--- src/rtl/fetch_unit.sv ---
// fetch_unit: instruction fetch stage, producer side of the IF/ID register.
// Owns the PC, runs a single-outstanding request/acknowledge instruction bus,
// and presents {valid, pc, raw_instr} downstream. Handles downstream stall and
// redirects, including dropping a response that belongs to a stale address.
// Optional build macro: FETCH_PERF_EN adds stall-cycle and discard counters.
module fetch_unit #(
   parameter int XLEN = 64,
   parameter logic [XLEN-1:0] PC_RESET = XLEN'(64'h0000_0000_8000_0000)
) (
   input  logic            clk,
   input  logic            rst,
   input  logic            stall,
   input  logic            redirect_valid,
   input  logic [XLEN-1:0] redirect_pc,
   output logic            ireq_valid,
   output logic [XLEN-1:0] ireq_addr,
   input  logic            iresp_data_ok,
   input  logic [31:0]     iresp_data,
   output logic            fetch_valid,
   output logic [XLEN-1:0] fetch_pc,
`ifdef FETCH_PERF_EN
   output logic [31:0]     fetch_raw_instr,
   output logic [31:0]     perf_stall_cycles,
   output logic [31:0]     perf_discards
`else
   output logic [31:0]     fetch_raw_instr
`endif
);

   localparam logic [1:0] ST_IDLE    = 2'd0;
   localparam logic [1:0] ST_REQ     = 2'd1;
   localparam logic [1:0] ST_DISCARD = 2'd2;
   localparam logic [1:0] ST_HOLD    = 2'd3;

   logic [1:0]      state_q, state_d;
   logic [XLEN-1:0] pc_q, pc_d;
   logic [XLEN-1:0] pending_pc_q, pending_pc_d;
   logic [XLEN-1:0] buf_pc_q, buf_pc_d;
   logic [31:0]     buf_instr_q, buf_instr_d;

   // Next-state and PC/buffer update for the fetch controller
   always_comb begin
      state_d      = state_q;
      pc_d         = pc_q;
      pending_pc_d = pending_pc_q;
      buf_pc_d     = buf_pc_q;
      buf_instr_d  = buf_instr_q;
      case (state_q)
         ST_IDLE: begin
            state_d = ST_REQ;
         end
         ST_REQ: begin
            if (iresp_data_ok) begin
               if (redirect_valid) begin
                  pc_d = redirect_pc;
               end else if (!stall) begin
                  pc_d = pc_q + XLEN'(4);
               end else begin
                  buf_pc_d    = pc_q;
                  buf_instr_d = iresp_data;
                  state_d     = ST_HOLD;
               end
            end else if (redirect_valid) begin
               // Request already on the bus must complete at its old address
               pending_pc_d = redirect_pc;
               state_d      = ST_DISCARD;
            end
         end
         ST_DISCARD: begin
            if (iresp_data_ok) begin
               pc_d    = redirect_valid ? redirect_pc : pending_pc_q;
               state_d = ST_REQ;
            end else if (redirect_valid) begin
               pending_pc_d = redirect_pc;
            end
         end
         ST_HOLD: begin
            if (redirect_valid) begin
               pc_d        = redirect_pc;
               buf_pc_d    = '0;
               buf_instr_d = '0;
               state_d     = ST_REQ;
            end else if (!stall) begin
               pc_d    = buf_pc_q + XLEN'(4);
               state_d = ST_REQ;
            end
         end
         default: begin
            state_d = ST_IDLE;
         end
      endcase
   end

   // Bus request and IF/ID payload outputs, decoded from the current state
   always_comb begin
      ireq_valid      = 1'b0;
      ireq_addr       = '0;
      fetch_valid     = 1'b0;
      fetch_pc        = '0;
      fetch_raw_instr = '0;
      case (state_q)
         ST_REQ: begin
            ireq_valid  = 1'b1;
            ireq_addr   = pc_q;
            fetch_valid = iresp_data_ok & ~redirect_valid;
            if (iresp_data_ok) begin
               fetch_pc        = pc_q;
               fetch_raw_instr = iresp_data;
            end
         end
         ST_DISCARD: begin
            ireq_valid = 1'b1;
            ireq_addr  = pc_q;
         end
         ST_HOLD: begin
            fetch_valid     = ~redirect_valid;
            fetch_pc        = buf_pc_q;
            fetch_raw_instr = buf_instr_q;
         end
         default: begin
         end
      endcase
   end

   // Controller state registers
   always_ff @(posedge clk or posedge rst) begin
      if (rst) begin
         state_q      <= ST_IDLE;
         pc_q         <= PC_RESET;
         pending_pc_q <= '0;
         buf_pc_q     <= '0;
         buf_instr_q  <= '0;
      end else begin
         state_q      <= state_d;
         pc_q         <= pc_d;
         pending_pc_q <= pending_pc_d;
         buf_pc_q     <= buf_pc_d;
         buf_instr_q  <= buf_instr_d;
      end
   end

`ifdef FETCH_PERF_EN
   logic [31:0] perf_stall_q, perf_stall_d;
   logic [31:0] perf_disc_q, perf_disc_d;

   // Count stalled HOLD cycles and every response that is thrown away
   always_comb begin
      perf_stall_d = perf_stall_q;
      perf_disc_d  = perf_disc_q;
      if (state_q == ST_HOLD && stall) begin
         perf_stall_d = perf_stall_q + 32'd1;
      end
      if ((state_q == ST_REQ && iresp_data_ok && redirect_valid) ||
          (state_q == ST_DISCARD && iresp_data_ok)) begin
         perf_disc_d = perf_disc_q + 32'd1;
      end
   end

   // Performance counter registers
   always_ff @(posedge clk or posedge rst) begin
      if (rst) begin
         perf_stall_q <= '0;
         perf_disc_q  <= '0;
      end else begin
         perf_stall_q <= perf_stall_d;
         perf_disc_q  <= perf_disc_d;
      end
   end

   assign perf_stall_cycles = perf_stall_q;
   assign perf_discards     = perf_disc_q;
`endif

endmodule

--- config.mk ---
export PLATFORM = sky130hd
export DESIGN_NAME = fetch_unit
export DESIGN_NICKNAME = d
export VERILOG_FILES = /design/src/rtl/fetch_unit.sv
export SDC_FILE = /design/constraint.sdc
export NUM_CORES = 1
export LEC_CHECK = 0
export BUFFER_PORTS_ARGS = -buffer_cell sky130_fd_sc_hd__buf_2
export CORE_MARGIN = 4
export CORE_UTILIZATION = 55
export DETAILED_ROUTE_END_ITERATION = 6
export GPL_ROUTABILITY_DRIVEN = 1
export PLACE_DENSITY = 0.83
export SETUP_SLACK_MARGIN = 0.5
export SLEW_MARGIN = 20
export SYNTH_ARGS = -nofsm -noshare
export SYNTH_HDL_FRONTEND = slang
export SYNTH_SLANG_ARGS = --single-unit
--- constraint.sdc ---
create_clock -name clk -period 7.6 [get_ports clk]
set_input_delay 0 -clock clk [delete_from_list [all_inputs] [get_ports clk]]
set_output_delay 0 -clock clk [all_outputs]
set_load 0.05 [all_outputs]
**After elaboration in Yosys (flattened, before gate mapping)**

Index checks and enable logic that the tools add are counted.

- Register bits: 226
- Input port bits: 101
- Output and inout port bits: 162
- Word-level logic and storage cells: 64

- Add/subtract/negate cells: 2
- Equality and inequality tests: 13
- Multiplexer cells: 33
- Bitwise gates (word level): 3
- Reduce and logical (&&, ||, !) cells: 8

Operators by type and width:

| kind | number |
|---|---|
| $mux 64 | 13 |
| $pmux 64 s2 | 2 |
| $pmux 64 s3 | 1 |
| $mux 32 | 5 |
| $add 64x3->64 const B | 2 |
| $pmux 32 s2 | 2 |
| $ne 3x3->1 const B | 5 |
| $reduce_and 5->1 | 3 |
| $mux 2 | 7 |
| $ne 2x2->1 const B | 5 |
| $pmux 2 s4 | 1 |
| $eq 2x2->1 const B | 2 |
| $reduce_bool 3->1 | 1 |
| $eq 2x1->1 const B | 1 |
| $logic_not 2->1 | 1 |
| $not 1->1 | 2 |
| $pmux 1 s2 | 1 |
| $reduce_and 2->1 | 1 |
| $reduce_bool 2->1 | 1 |
| $reduce_or 2->1 | 1 |
| $and 1x1->1 | 1 |
| $mux 1 | 1 |

**Depth between registers and ports, before layout**

Gate-level depths: netlist of run 1.

- Depth after elaboration: 5
- Mapped depth: 10
- Depth with buffers taken out: 9

**Worst setup path after synthesis of run 1**

OpenSTA, ideal clock, no wires.

- Path kind: flip-flop to flip-flop
- Start point: register pc_q[13]
- End point: register pc_q[59]
- Library setup time: 0.084 ns
- Arrival time: 2.580 ns
- Data required time: 7.516 ns
- Setup slack: 4.936 ns
- Stages on the path, launching flop included: 10
- Period minus slack after synthesis: 2.664 ns
- Cell sequence: dfrtp_1 -> buf_2 -> nand2_2 -> or4_4 -> buf_6 -> nor4_4 -> nand2_2 -> or4_1 -> a31o_1 -> a41oi_2

- Word-level cells in the longest chain between the ends: 5

RTL lines:

| item | line | text |
|---|---|---|
| start, declared | 36 | `logic [XLEN-1:0] pc_q, pc_d;` |
| start signal, assigned | 135 | `pc_q <= pc_d;` |
| $add 64x3->64 | 57 | `pc_d = pc_q + XLEN'(4);` |
| $mux 64 | 56 | `end else if (!stall) begin` |
| $mux 64 | 54 | `if (redirect_valid) begin` |
| $mux 64 | 53 | `if (iresp_data_ok) begin` |
| $pmux 64 s3 | 48 | `case (state_q)` |

Every way passes these cells. The select of a mux whose other input is x is not followed.
A chain may end at the register's enable or synchronous reset.

**Final worst setup path of run 1**

- Start point: register state_q[0]
- End point: output port fetch_pc[15]

- Word-level cells in the longest chain between the ends: 2
- Elaborated cells between the ends (all ways): 3

RTL lines:

| item | line | text |
|---|---|---|
| start, declared | 35 | `logic [1:0] state_q, state_d;` |
| start signal, assigned | 134 | `state_q <= state_d;` |
| $eq 2x2->1 / $eq 2x1->1 (equally long branches) | 101 | `case (state_q)` |
| $pmux 64 s2 * | 101 |  |
| end, declared | 20 | `output logic [XLEN-1:0] fetch_pc,` |

Mark *: on every way between the ends. The rest lies on a longest branch, timed or not.

==> key figures, run 1 <==
Timing
  • Worst clock skew: roughly 15 ps
  • Slew headroom: 0.334
  • Setup violations, final: 0
  • Setup total negative slack: 0 ps
  • Hold_ws: roughly 120 ps
  • Fin crit share: 0.576
  • RSZ-0062 raised after global routing: no
  • Final Max Slew Viols: 0
  • Worst slew pin tran: 999 ps
  • Worst setup margin: around 3200 ps
  • Final Hold Viols: 0
  • Peak Freq: 228 MHz
  • Crit path time final: approximately 4400 ps

Detailed routing
  • Wirelength, routed: 51,700 um
  • Top Metal Used: met5
  • Met3 routed WL: 6840 um
  • Drt first pass iters: 7
  • Post-DR vias/cell: 6.58
  • Vias: between 15,000 and 20,000
  • Met1 Routed Length: 20,400 um
  • WL/cell: 22.5 um
  • Drc violations: 36
  • Remaining antenna violation count: 0
  • DR iter-0 viols: approximately 2,200
  • WL met2: 22,500 um

Synth
  • Synthesized area per cell: approximately 8.4 sq um
  • Cell count after synthesis: ~1,700
  • Number of synthesized flops with an enable pin: 0
  • Post-Synth XOR/XNOR Area: 0.0400
  • Syn nets: around 1,800
  • Post-synth cell types: 70
  • Synth top area cells: dfrtp_1, nand2_1, o21ai_0
  • Post-synthesis sequential area ratio: 0.397
  • Commonest cells in the netlist: nand2_1, dfrtp_1, o21ai_0
  • Compound-gate portion of the synthesized area: 0.236
  • Seq cells post-synth: between 200 and 250
  • Fraction of registers with async set/reset: 1.00
  • Post-synthesis adder-cell area fraction: 0.00527
  • Mapped cell area: around 0.014 sq mm
  • Count leader, synth: nand2_1
  • Ys Warns: 0
  • Synth area leader: dfrtp_1
  • Main synth FF type: dfrtp_1
  • Mux share of post-synthesis cell area: 0.0521
  • Post-synth top area share: 0.395
  • Synth Area in Simple Gates: 0.220
  • Largest family of logic cells by synthesized area: compound AO/OA/AOI/OAI gates

Power and ir drop
  • Leak Pwr: just under 8 nW
  • Max IR drop VDD: roughly 0.4 mV
  • Power Dens Cells: ~500 mW/mm^2
  • PnR Total Power: 0.00880 W

Floorplanning
  • Die H: between 150 and 200 um
  • Core area: roughly 0.025 sq mm
  • # IOs: 263
  • Die Width: roughly 170 um
  • Row count: 58
  • Die ar.: 0.0285 sq mm
  • Initial Utilization: 0.562

Critical path
  • CP Data Arrival Time: ~4400 ps
  • Critical path type: reg2out
  • Crit Path Max Fanout: 76
  • Critical Path RT: 7600 ps
  • Startpoint Class: flop
  • Endpoint class of the critical path: output pin
  • Worst reg2reg path depth: 8

Global routing
  • GRT Total Usage: 0.346
  • Vias in the first global route: around 14,000
  • GR Overflow Total: 0
  • Largest net degree at the start of global routing: 119
  • Initial antenna violation count: 1
  • First-pass GRT wire length: ~80,000 um

Cells and area
  • FILL cells: between 1,500 and 2,000
  • Fraction of layout cells with a size suffix above 1: 0.215
  • Ant. Diodes: 0
  • Register area: around 0.0057 sq mm
  • NumNets Final: 2,050
  • Layout area overhead: 23.0%
  • Area of the multi-input gates: ~0.0080 sq mm

Status
  • Failing checks: DRC
  • Outcome: finished with violations

Clock tree
  • H-tree levels: 1
  • Clk buf depth: 3
  • CTS sink count: 226
  • CTS Buf Count: 26
  • Clock root buffer: clkbuf_16
  • Worst-path clk slew: roughly 60 ps
  • CTS tree: built
  • Cts repair resizes: 0
  • Worst skew pair latency: between 500 and 600 ps

Run
  • Max-cap violation count: 0

Place
  • Place WS: around 3400 ps
  • Post-detail-place hpwl: approximately 34,000 um
  • RePlAce Congestion: around 0.94
  • IO buf count: around 260

Worst hold path
  • Min-Delay Path Class: in2async
## cell type report
cell class | count | area share
Inverter | 24 | 0.00564
Multi-Input combinational cell | 1283 | 0.455
Timing Repair Buffer | 382 | 0.142
Clock inverter | 15 | 0.00957
Tap cell | 330 | 0.0236
Clock buffer | 33 | 0.0415
Sequential cell | 226 | 0.323
## per-stage QoR
stage / std cells / util / area [sq um]
after floorplan: 1693 / - / 14200
after global placement: 2145 / 0.615 / 15600
after detailed placement: 2145 / 0.616 / 15600
after CTS: 2292 / 0.690 / 17500
after global routing: 2293 / 0.692 / 17500
final: 2293 / 0.692 / 17500
## flip-flops by register name, summed over array words and instances, names as in the netlist
register and cells:
pending_pc_q 64, state_q 2, buf_pc_q 64, buf_instr_q 32
pc_q 64
## where the power goes
part	internal [W]	switching [W]	total [W]
Clock	0.000780	0.000537	0.00132
Combinational	0.00144	0.00343	0.00486
Sequential	0.00177	0.000851	0.00262
Total	0.00399	0.00481	0.00880
## layer usage
layer | GRT usage | vias up
met3 | 0.0817 | 156
met4 | 0.124 | 2
met1 | 0.491 | 7161
li1 | - | 6642
met5 | 0 | -
met2 | 0.522 | 1126
## path summary, 6_finish.rpt
check	startpoint	to	slack, ps
worst max-delay path	state_q[0]$_DFFE_PP0P_	fetch_pc[15]	3220
worst min-delay path	rst	buf_pc_q[14]$_DFFE_PP0P_	120
worst max register to register	state_q[0]$_DFFE_PP0P_	buf_instr_q[12]$_DFFE_PP0P_	3230
worst min register to register	buf_instr_q[10]$_DFFE_PP0P_	buf_instr_q[10]$_DFFE_PP0P_	480
max in group asynchronous	rst	pending_pc_q[42]$_DFFE_PP0P_	6280
min in group clk	redirect_valid	pc_q[8]$_DFFE_PP0P_	190
## kinds of logic (layout without fill, tap and decap cells)
logic type,count (synthesis),count (layout)
AO/OA/AOI/OAI,494,494
XOR/XNOR,65,65
adder cells (fa/ha/maj),6,6
buffers and inverters,184,454
flip-flops,226,226
multiplexers,66,66
AND/OR/NAND/NOR,652,652
## cell usage in the layout, fill, tap and decap left out, types with 15 or more instances in the layout
master,instances
nand3_1,47
a221oi_1,19
dlygate4sd3_1,99
nor2_1,87
nand2_1,278
inv_1,22
a22oi_1,21
a22o_1,109
mux2_2,65
buf_2,262
clkbuf_16,26
a31oi_1,21
xor2_1,35
xnor2_1,30
buf_4,20
and3_1,20
o31ai_1,15
and2_1,68
a21oi_1,38
nand4_1,42
dfrtp_1,225
nor3_1,35
nor4_1,17
o21ai_0,193
## critical path: stages (launching register included)
cell and delay (ps):
dfrtp_1 500, ha_4 510, buf_4 840, clkinv_2 790
buf_4 560, o21ai_0 250, buf_2 300
## what timing repair did
action	in CTS	in global routing
endpoints found under the hold margin	249	0
setup buffers	0	0
hold buffers	99	0
Note: power is estimated with default switching activity, not from simulation.
==> run 2, diff against run 1 <==
--- a/config.mk
+++ b/config.mk
@@ -7,10 +7,10 @@
 export LEC_CHECK = 0
 export BUFFER_PORTS_ARGS = -buffer_cell sky130_fd_sc_hd__buf_2
 export CORE_MARGIN = 4
-export CORE_UTILIZATION = 55
+export CORE_UTILIZATION = 51
 export DETAILED_ROUTE_END_ITERATION = 6
 export GPL_ROUTABILITY_DRIVEN = 1
-export PLACE_DENSITY = 0.83
+export PLACE_DENSITY = 0.81
 export SETUP_SLACK_MARGIN = 0.5
 export SLEW_MARGIN = 20
 export SYNTH_ARGS = -nofsm -noshare
==> constraint.sdc (replaced) <==
create_clock -name clk -period 3.5 [get_ports clk]
set_input_delay 0 -clock clk [delete_from_list [all_inputs] [get_ports clk]]
set_output_delay 0 -clock clk [all_outputs]
set_load 0.05 [all_outputs]
==> run 2 against run 1 <==
Net effect: utilization down 3.8 points; non-clock buffer count up 31; sequential cell count unchanged; count of clock-buffer cells in the layout up 5; combinational power up 130%; sequential power up 120%; cell count up 3.1%; first-iteration DRC count down 20%; die area up 7.5%; the flow now finishes without violations; global-route usage up 1.3 points; via count up 2.1%.
==> key figures, run 2 (same netlist as run 1, synthesis figures left out) <==
Critical path
  • Endpoint class of the critical path: flop
  • RR Startpoint: buf_pc_q[27]$_DFFE_PP0P_
  • CP Data Arrival Time: roughly 3400 ps
  • Reg-to-reg endpoint: pc_q[57]$_DFFE_PP0P_
  • Startpoint Class: flop
  • Critical path type: reg2reg
  • Crit Path Max Fanout: 8
  • R2R setup slack: 550 ps
  • Worst reg2reg path depth: 7
  • Critical Path RT: roughly 3900 ps

Global routing
  • GR Overflow Total: 0
  • Initial antenna violation count: 0
  • Largest net degree at the start of global routing: around 130
  • Vias in the first global route: roughly 15,000
  • GRT Total Usage: 0.359
  • First-pass GRT wire length: 87,800 um

Power and ir drop
  • Sw Ratio: 0.551
  • Gate power share: 0.570
  • Max IR drop VDD: about 0.9 mV
  • Sequential power share: 0.291
  • Pint: between 0.008 and 0.009 W
  • Psw: 0.0107 W
  • Power Dens Cells: 1090 mW/mm^2
  • Leak Pwr: just under 8 nW
  • Clock power frac: 0.138

Timing
  • Worst slew pin tran: just under 800 ps
  • RSZ-0062 raised after global routing: yes
  • Setup total negative slack: 0 ps
  • Worst clock skew: a little over 20 ps
  • Final Max Slew Viols: 0
  • Setup violations, final: 0
  • Slew headroom: 0.472
  • Peak Freq: ~340 MHz
  • Final Hold Viols: 0
  • Crit path time final: 2950 ps
  • Fin crit share: 0.842

Clock tree
  • H-tree levels: 1
  • Worst skew pair latency: ~540 ps
  • CTS Buf Count: 25
  • Clock root buffer: clkbuf_16
  • CTS sink count: around 230
  • CTS tree: built
  • Clk buf depth: 3
  • Worst-path clk slew: approximately 60 ps

Cells and area
  • Layout area overhead: 25.1%
  • Largest regs: buf_pc_q: 64 flops, pc_q: 64 flops, pending_pc_q: 64 flops
  • NumNets Final: 2,080
  • Fraction of layout cells with a size suffix above 1: 0.226
  • Most common cell after layout, fill and taps aside: nand2_1
  • Non-filler cells, final: ~2,400
  • Final Util: 0.654
  • Most frequent cells in the layout: nand2_1, buf_2, dfrtp_1, o21ai_0, a22o_1

Floorplanning
  • Die ar.: roughly 0.03 sq mm
  • Core area: roughly 0.027 sq mm
  • Initial Utilization: 0.523
  • Die Width: around 180 um
  • # IOs: approximately 260
  • Die H: approximately 180 um
  • Row count: 60

Detailed routing
  • Wirelength, routed: 57,000 um
  • Vias: roughly 15,000
  • DR iter-0 viols: between 1,500 and 2,000
  • Drt first pass iters: 7
  • Remaining antenna violation count: 0
  • Drc violations: 0
  • WL/cell: between 20 and 25 um
  • Post-DR vias/cell: roughly 6.5

Place
  • DP Cell Count: roughly 2,200
  • RePlAce Congestion: 1.03
  • IO buf count: 262
  • Post-detail-place hpwl: between 30,000 and 40,000 um

Status
  • Outcome: finished, final reports clean

Run
  • Max-cap violation count: 0

Worst hold path
  • Min-Delay Path Class: in2async
[run 2: metal layers]
layer  vias up  track usage  routed length [um]
met5         -            0                   0
met4         0        0.102                1860
met3       139       0.0712                6800
met2      1119        0.541               24800
met1      7421        0.527               23500
li1       6724            -                   -
[run 2: power by group through the flow]
stage / clock network [W] / logic [W] / registers, W
floorplan: 0 / 0.00845 / 0.00467
global placement: 0 / 0.0106 / 0.00547
detailed placement: 0 / 0.0108 / 0.00555
CTS: 0.00271 / 0.0109 / 0.00552
global route: 0.00282 / 0.0117 / 0.00579
finish: 0.00268 / 0.0111 / 0.00565
[run 2: layout make-up]
class	count	area (sq um)
diodes	1	2.50
inverters	24	96.3
fillers	2223	9420
clock buffers	38	754
flip-flops and latches	226	5660
well taps	372	465
multi-input cells	1283	7980
clock inverters	8	75.1
repair buffers	413	2800
[run 2: worst max-delay path: stages (launching register included)]
cell	delay [ps]
dfrtp_1	530
nand3_1	440
nor4_2	420
nand4_1	280
nor4_1	500
xor2_1	200
a222oi_1	340
a21oi_1	120
[run 2: how the worst max path moves through the flow]
stage / startpoint / endpoint
6_report: buf_pc_q[27]$_DFFE_PP0P_ / pc_q[57]$_DFFE_PP0P_
5_1_grt: buf_pc_q[7]$_DFFE_PP0P_ / pc_q[51]$_DFFE_PP0P_
3_3_place_gp: buf_pc_q[11]$_DFFE_PP0P_ / pc_q[46]$_DFFE_PP0P_
3_5_place_dp: buf_pc_q[11]$_DFFE_PP0P_ / pc_q[57]$_DFFE_PP0P_
2_1_floorplan: rst / buf_instr_q[0]$_DFFE_PP0P_
4_1_cts: state_q[0]$_DFFE_PP0P_ / fetch_pc[47]
[run 2: timing repair]
action | CTS | global route
hold buffers | 100 | 0
gates resized for setup | 2 | 6
pin swaps | 0 | 4
setup buffers | 0 | 7
setup endpoints to repair | 10 | 72
endpoints found under the hold margin | 181 | 0
[run 2: per-stage QoR]
step / total power [W] / worst slack, ps / instance area [sq um] / hold WS (ps)
finish: 0.0194 / 553 / 17800 / 156
global route: 0.0203 / 486 / 17800 / 211
CTS: 0.0191 / 507 / 17800 / 144
detailed placement: 0.0163 / 406 / 15900 / 149
global placement: 0.0161 / 567 / 15900 / 148
floorplan: 0.0131 / 549 / 14200 / 145
